[config.mk]
export PLATFORM = sky130hd
export DESIGN_NAME = fm_stream_reader_flat
export DESIGN_NICKNAME = d
export VERILOG_FILES = /design/src/rtl/cnn_params_pkg.sv /design/src/rtl/fm_stream_reader_if.sv /design/src/rtl/fm_mem.sv /design/src/rtl/fm_stream_reader.sv /design/src/flat_wrapper.sv
export SDC_FILE = /design/constraint.sdc
export NUM_CORES = 2
export LEC_CHECK = 0
export ABC_AREA = 1
export BUFFER_PORTS_ARGS = -buffer_cell sky130_fd_sc_hd__buf_2
export CORE_ASPECT_RATIO = 0.75
export CORE_MARGIN = 3
export CORE_UTILIZATION = 50
export CTS_CLUSTER_DIAMETER = 150
export DETAILED_ROUTE_END_ITERATION = 8
export PLACE_DENSITY = 0.69
export SLEW_MARGIN = 10
export SYNTH_ARGS = -nofsm -noshare
export SYNTH_HDL_FRONTEND = slang
export SYNTH_SLANG_ARGS = --single-unit
[constraint.sdc]
create_clock -name clk -period 6.45 [get_ports clk]
set_input_delay 0.9675 -clock clk [delete_from_list [all_inputs] [get_ports clk]]
set_output_delay 0.9675 -clock clk [all_outputs]
set_load 0.01 [all_outputs]
[src/rtl/cnn_params_pkg.sv]
// Shared CNN stream parameters: map size defaults, streamer FSM encoding,
// and padded output geometry. FM_ZERO_PAD_EN adds a one-pixel zero border.
package cnn_params_pkg;

   localparam int unsigned FmDataWidth = 32;
   localparam int unsigned FmWidth     = 7;
   localparam int unsigned FmHeight    = 7;

   typedef enum logic [1:0] {
      StIdle   = 2'd0,
      StStream = 2'd1,
      StDone   = 2'd2
   } fm_state_e;

   // Streamed dimension for a stored dimension (border on both sides when padding)
   function automatic int unsigned out_dim(input int unsigned dim);
`ifdef FM_ZERO_PAD_EN
      return dim + 2;
`else
      return dim;
`endif
   endfunction

endpackage

[src/rtl/fm_stream_reader_if.sv]
// Pixel stream handshake: producer drives data/valid/last, consumer drives ready.
interface fm_stream_reader_if #(
   parameter int unsigned DATA_WIDTH = cnn_params_pkg::FmDataWidth
) ();

   logic [DATA_WIDTH-1:0] data_out;
   logic                  valid_out;
   logic                  last_out;
   logic                  ready_in;

   modport master (
      output data_out,
      output valid_out,
      output last_out,
      input  ready_in
   );

   modport slave (
      input  data_out,
      input  valid_out,
      input  last_out,
      output ready_in
   );

endinterface

[src/rtl/fm_mem.sv]
// Feature-map storage: synchronous write, combinational read, no reset.
module fm_mem #(
   parameter int unsigned DATA_WIDTH = 32,
   parameter int unsigned Depth      = 49,
   parameter int unsigned AddrWidth  = 6
) (
   input  logic                  clk_i,
   input  logic                  wr_en_i,
   input  logic [AddrWidth-1:0]  wr_addr_i,
   input  logic [DATA_WIDTH-1:0] wr_data_i,
   input  logic [AddrWidth-1:0]  rd_addr_i,
   output logic [DATA_WIDTH-1:0] rd_data_o
);

   localparam int unsigned IdxW = (Depth > 1) ? $clog2(Depth) : 1;

   logic [DATA_WIDTH-1:0] mem_q [Depth];

   // Store in-range writes only; addresses past the map are silently dropped
   always_ff @(posedge clk_i) begin
      if (wr_en_i && (32'(wr_addr_i) < Depth)) begin
         mem_q[wr_addr_i[IdxW-1:0]] <= wr_data_i;
      end
   end

   // Asynchronous read, zero for out-of-range addresses
   always_comb begin
      rd_data_o = '0;
      if (32'(rd_addr_i) < Depth) begin
         rd_data_o = mem_q[rd_addr_i[IdxW-1:0]];
      end
   end

endmodule

[src/rtl/fm_stream_reader.sv]
// Raster-order feature-map streamer feeding the 3x3 line_buffer.
// Optional macro FM_ZERO_PAD_EN: stream a one-pixel zero border around the map.
module fm_stream_reader
   import cnn_params_pkg::*;
#(
   parameter int unsigned DATA_WIDTH = FmDataWidth,
   parameter int unsigned WIDTH      = FmWidth,
   parameter int unsigned HEIGHT     = FmHeight,
   parameter int unsigned ADDR_WIDTH = 6
) (
   input  logic                  clk,
   input  logic                  rst,
   input  logic                  wr_en,
   input  logic [ADDR_WIDTH-1:0] wr_addr,
   input  logic [DATA_WIDTH-1:0] wr_data,
   input  logic                  start,
   output logic                  busy,
   output logic                  done,
   fm_stream_reader_if.master    strm
);

   localparam int unsigned OutW  = out_dim(WIDTH);
   localparam int unsigned OutH  = out_dim(HEIGHT);
   localparam int unsigned Depth = WIDTH * HEIGHT;
   localparam int unsigned ColW  = (OutW > 1) ? $clog2(OutW) : 1;
   localparam int unsigned RowW  = (OutH > 1) ? $clog2(OutH) : 1;

   fm_state_e             state_q, state_d;
   logic [RowW-1:0]       row_q, row_d, nxt_row;
   logic [ColW-1:0]       col_q, col_d, nxt_col;
   logic [DATA_WIDTH-1:0] data_q, data_d, rd_data, pix;
   logic                  valid_q, valid_d, last_q, last_d;
   logic                  nxt_last;
   logic [ADDR_WIDTH-1:0] rd_addr;

   fm_mem #(
      .DATA_WIDTH (DATA_WIDTH),
      .Depth      (Depth),
      .AddrWidth  (ADDR_WIDTH)
   ) u_fm_mem (
      .clk_i     (clk),
      .wr_en_i   (wr_en && (state_q == StIdle)),
      .wr_addr_i (wr_addr),
      .wr_data_i (wr_data),
      .rd_addr_i (rd_addr),
      .rd_data_o (rd_data)
   );

   // Position of the pixel to load next: (0,0) when starting, else raster successor
   always_comb begin
      nxt_row = '0;
      nxt_col = '0;
      if (state_q == StStream) begin
         if (col_q == ColW'(OutW - 1)) begin
            nxt_row = row_q + 1'b1;
         end else begin
            nxt_row = row_q;
            nxt_col = col_q + 1'b1;
         end
      end
      nxt_last = (nxt_row == RowW'(OutH - 1)) && (nxt_col == ColW'(OutW - 1));
   end

   // Map the output position onto a storage word
   always_comb begin
`ifdef FM_ZERO_PAD_EN
      rd_addr = ADDR_WIDTH'((32'(nxt_row) - 32'd1) * WIDTH + 32'(nxt_col) - 32'd1);
      pix     = rd_data;
      // Border positions are constant zero and never use the storage word
      if ((nxt_row == '0) || (nxt_row == RowW'(OutH - 1)) ||
          (nxt_col == '0) || (nxt_col == ColW'(OutW - 1))) begin
         rd_addr = '0;
         pix     = '0;
      end
`else
      rd_addr = ADDR_WIDTH'(32'(nxt_row) * WIDTH + 32'(nxt_col));
      pix     = rd_data;
`endif
   end

   // Next-state: start loads pixel (0,0); each accepted beat loads the next or ends
   always_comb begin
      state_d = state_q;
      row_d   = row_q;
      col_d   = col_q;
      data_d  = data_q;
      valid_d = valid_q;
      last_d  = last_q;
      unique case (state_q)
         StIdle: begin
            if (start) begin
               state_d = StStream;
               row_d   = '0;
               col_d   = '0;
               data_d  = pix;
               valid_d = 1'b1;
               last_d  = nxt_last;
            end
         end
         StStream: begin
            if (valid_q && strm.ready_in && last_q) begin
               state_d = StDone;
               valid_d = 1'b0;
               last_d  = 1'b0;
            end else if ((!valid_q || strm.ready_in) && !last_q) begin
               row_d   = nxt_row;
               col_d   = nxt_col;
               data_d  = pix;
               valid_d = 1'b1;
               last_d  = nxt_last;
            end
         end
         StDone: begin
            state_d = StIdle;
         end
         default: begin
            state_d = StIdle;
         end
      endcase
   end

   // State and output registers, synchronous active-low reset (storage untouched)
   always_ff @(posedge clk) begin
      if (!rst) begin
         state_q <= StIdle;
         row_q   <= '0;
         col_q   <= '0;
         data_q  <= '0;
         valid_q <= 1'b0;
         last_q  <= 1'b0;
      end else begin
         state_q <= state_d;
         row_q   <= row_d;
         col_q   <= col_d;
         data_q  <= data_d;
         valid_q <= valid_d;
         last_q  <= last_d;
      end
   end

   assign strm.data_out  = data_q;
   assign strm.valid_out = valid_q;
   assign strm.last_out  = last_q;
   assign busy           = (state_q == StStream);
   assign done           = (state_q == StDone);

endmodule

[src/flat_wrapper.sv]
// flat-port wrapper written by rule: the top's interface ports become plain ports
module fm_stream_reader_flat import cnn_params_pkg::*;
#(
   parameter int unsigned DATA_WIDTH = FmDataWidth,
   parameter int unsigned WIDTH      = FmWidth,
   parameter int unsigned HEIGHT     = FmHeight,
   parameter int unsigned ADDR_WIDTH = 6
)
  (clk, rst, wr_en, wr_addr, wr_data, start, busy, done, strm_data_out, strm_valid_out, strm_last_out, strm_ready_in);
  fm_stream_reader_if #(.DATA_WIDTH(DATA_WIDTH)) strm_i ();
  input  logic clk;
  input  logic rst;
  input  logic wr_en;
  input  logic [ADDR_WIDTH-1:0] wr_addr;
  input  logic [DATA_WIDTH-1:0] wr_data;
  input  logic start;
  output logic busy;
  output logic done;
  output wire logic [$bits(strm_i.data_out)-1:0] strm_data_out;
  output wire logic [$bits(strm_i.valid_out)-1:0] strm_valid_out;
  output wire logic [$bits(strm_i.last_out)-1:0] strm_last_out;
  input wire logic [$bits(strm_i.ready_in)-1:0] strm_ready_in;
  assign strm_data_out = strm_i.data_out;
  assign strm_valid_out = strm_i.valid_out;
  assign strm_last_out = strm_i.last_out;
  assign strm_i.ready_in = strm_ready_in;
  fm_stream_reader #(.DATA_WIDTH(DATA_WIDTH), .WIDTH(WIDTH), .HEIGHT(HEIGHT), .ADDR_WIDTH(ADDR_WIDTH)) u_core (.clk(clk), .rst(rst), .wr_en(wr_en), .wr_addr(wr_addr), .wr_data(wr_data), .start(start), .busy(busy), .done(done), .strm(strm_i));
endmodule
==> results.yml <==
synth:
  synth-seq-cells: 1610
  synthMuxAreaShare_pct: 0
  synth_top_family_by_area: "simple AND/OR/NAND/NOR gates"
  syn-num-nets: 5747
  synth.distinct_cells: 31
  synth_area_leader_cell: "edfxtp_1"
  ys_warn_count: 0
  synth-compound-area-share_pct: 2.64
  syn_inst: 5688
  synth.cell_area_mm2: 0.0659
  synth_flop_cell: "edfxtp_1"
  ys_seq_area_share_pct: 72.7
  synth_xor_area_share_pct: 0.0494
  synthAdderAreaFrac_pct: 0.349
  async_reset_ff_share_pct: 0
  synthDominantCellAreaShare_pct: 71.4
  synth-edff-count: 1568
  synth.area.top_cells: "edfxtp_1 71%, nand2_1 9.2%, nand3_1 9.1%"
  syn_area_per_cell_um2: 11.6
  yosys.area_share.simple_pct: 19.7
sta:
  max_freq_ghz: 0.188
  tightest_slew_ns: 1.31
  rsz0062_at_grt: "no"
  clock_skew_ns: 0.0352
  hold_viol_final: 0
  finalCritPeriodShare_pct: 82.7
  fin_crit_ns: 5.33
  setup_viol: 0
  setup_tns_ns: 0
  timing.final.max_slew_violations: 0
  hold_slack_ns: 0.453
  max_slew_margin_pct: 12.3
floorplanning:
  initial_core_util_pct: 50.8
  dieHeight_um: 320
  fp.dieW_um: 425
  fp.coreArea_mm2: 0.130
  ios: 79
  rows: 114
  fp.dieArea_mm2: 0.136
grt:
  grtUsageMet3_pct: 5.46
  grtUsageTotal_pct: 26.3
  antenna_found_initial: 10
  grt_first_pass_wirelength_mm: 267
  grt_pass1_vias: 41100
  grt_overflow: 0
  grt_start_max_net_pins: 236
  grt-busiest-layer: "met2"
  met2_usage_pct: 39.5
  grt_util_met1_pct: 38.4
clock_tree:
  clkLatencyLatePin_ns: 0.78
  post_cts_resized: 0
  cts_tree: "built"
  clock_sinks: 1610
  hold_buffers: 0
  cts.path.max_buffers: 3
  post-cts-setup-buffers: 0
  clk_pin_slew_ns: 0.06
  h-tree-depth: 4
  cts_made_buffers: 148
  clockRootBuffer: "clkbuf_16"
power_and_ir_drop:
  clockPowerShare_pct: 37.4
  p_leak_nw: 26.3
  p_sw_share_pct: 25.9
  switching_power_mw: 5.94
  vdd_drop_max_uv: 325
  intPower_mw: 17.0
  pwr-share-seq_pct: 50.5
  pwr_density_cell_mw_per_mm2: 316
  comb_power_share_pct: 12.1
routing:
  drcViolationCount: 0
  viasPerCell: 5.82
  wl_mm: 181
  ant_nets: 0
  firstDrtPassIters: 8
  routedWlPerCell_um: 24.1
  via_count: 43800
  drtIter0Drc: 6173
worst_setup_path:
  worst_setup_path_end_kind: "register"
  start_kind: "register"
  path_class: "reg -> reg"
  critPathMaxFanout: 76
  cp.required_ns: 7.15
  crit_arrival_ns: 6.04
outcome:
  status: "complete, no violations"
cells_and_area:
  layout.nets: 5719
  area_delta_synth_final_pct: 10.5
  drive_above_1_share_pct: 8.60
  final_area_mm2: 0.0728
placement:
  place_area_mm2: 0.0681
  dp_hpwl_mm: 92.7
  place_congestion: 0.868
  port_buffers: 78
worst_hold_path:
  min_path_type: "in -> reg"
run:
  maxCapViolations: 0
==> layout make-up <==
| type | instances | area [µm²] |
|---|---|---|
| Antenna cell | 6 | 15.0 |
| Clock buffer | 206 | 4140 |
| Clock inverter | 63 | 527 |
| Fill cell | 10500 | 57000 |
| Inverter | 350 | 1340 |
| Multi-Input combinational cell | 3382 | 15400 |
| Sequential cell | 1610 | 47900 |
| Tap cell | 1740 | 2180 |
| Timing Repair Buffer | 168 | 1250 |
==> registers in the layout, indices dropped and copies added (netlist names) <==
name / cells
u_core.strm.data_out: 32
u_core.col_q: 3
u_core.strm.valid_out: 1
u_core.u_fm_mem.mem_q: 1568
u_core.row_q: 3
u_core.strm.last_out: 1
u_core.state_q: 2
==> through the flow <==
step	worst slack [ns]	power [mW]	instances	utilization, %
6_report	1.12	23.0	7525	56.1
5_1_grt	0.730	23.7	7524	56.1
4_1_cts	1.22	23.0	7519	56.1
3_5_place_dp	1.22	14.6	7250	52.5
3_3_place_gp	1.30	14.5	7250	52.5
2_1_floorplan	2.29	13.6	5688	-
==> cell usage after synthesis, drive strengths merged, types with 3 or more instances <==
master / number
edfxtp: 1568
nand4: 3
a21oi: 73
nand2: 1614
fa: 4
nand3: 1196
inv: 349
clkbuf: 141
buf: 205
o211ai: 3
nor2: 140
ha: 12
o21ai: 263
nor3: 4
or2: 62
dfxtp: 42
==> routing by layer <==
metal  wire (µm)  share of wire, %  vias up
li1            -                 -    19700
met1       74000                41    21300
met2       80500                44     2459
met3       20400                11      367
met4        6180               3.4        2
met5          13            0.0072        -
==> final timing paths <==
path | from | to | slack (ns) | cells after the start
worst min register to register | u_core.strm.data_out[30] | u_core.strm.data_out[30] | 0.48 | 2
worst max-delay path | u_core.state_q[0] | u_core.strm.data_out[12] | 1.12 | 16
worst max register to register | u_core.state_q[0] | u_core.strm.data_out[12] | 1.12 | 16
worst min-delay path | start | u_core.state_q[0] | 0.45 | 3
==> power by group through the flow <==
stage / clock, mW / combinational, mW / sequential [mW]
2_1_floorplan: 0 / 1.78 / 11.8
3_3_place_gp: 0 / 2.71 / 11.8
3_5_place_dp: 0 / 2.75 / 11.8
4_1_cts: 8.67 / 2.76 / 11.6
5_1_grt: 9.09 / 3.04 / 11.6
6_report: 8.58 / 2.79 / 11.6
==> cells in the final DEF (no fill, tap or decap), types with 4 or more instances in the layout <==
cell type	netlist	routed
a21oi_1	73	73
buf_12	0	15
buf_2	115	78
buf_4	47	75
bufinv_16	0	6
clkbuf_1	141	42
clkbuf_16	0	153
clkbuf_8	0	11
clkinv_1	1	25
clkinv_2	0	18
clkinvlp_4	0	4
dfxtp_1	42	42
diode_2	0	6
edfxtp_1	1568	1568
ha_1	12	10
inv_1	343	342
inv_2	6	4
inv_6	0	5
nand2_1	1614	1613
nand3_1	1196	1196
nor2_1	140	91
nor2_4	0	49
nor3_1	4	4
o21ai_0	242	242
o21ai_1	20	20
or2_2	62	62
==> worst max-delay path, cell delays in order (launching register included) <==
cell     delay [ns]
dfxtp_1        0.38
inv_1          0.05
nor2_1         0.18
inv_1          0.16
nor3_1         0.41
inv_1          0.21
fa_1           0.51
fa_1           0.49
inv_1          0.07
fa_4           0.84
buf_4          0.88
nand3_1        0.19
nand3_1        0.14
nand3_1        0.14
nand3_1        0.30
nand2_1        0.10
a21oi_1        0.13
==> kinds of logic (layout without fill, tap and decap cells) <==
group	Yosys count	count (layout)
and+or+nand+nor	3021	3021
adders and majority gates	16	16
buffers and inverters	696	787
DFF	1610	1610
other	0	6
AOI/OAI and AO/OA	343	343
xor gates and xnor gates	2	2
No activity file was read; power rests on OpenSTA's default activity.
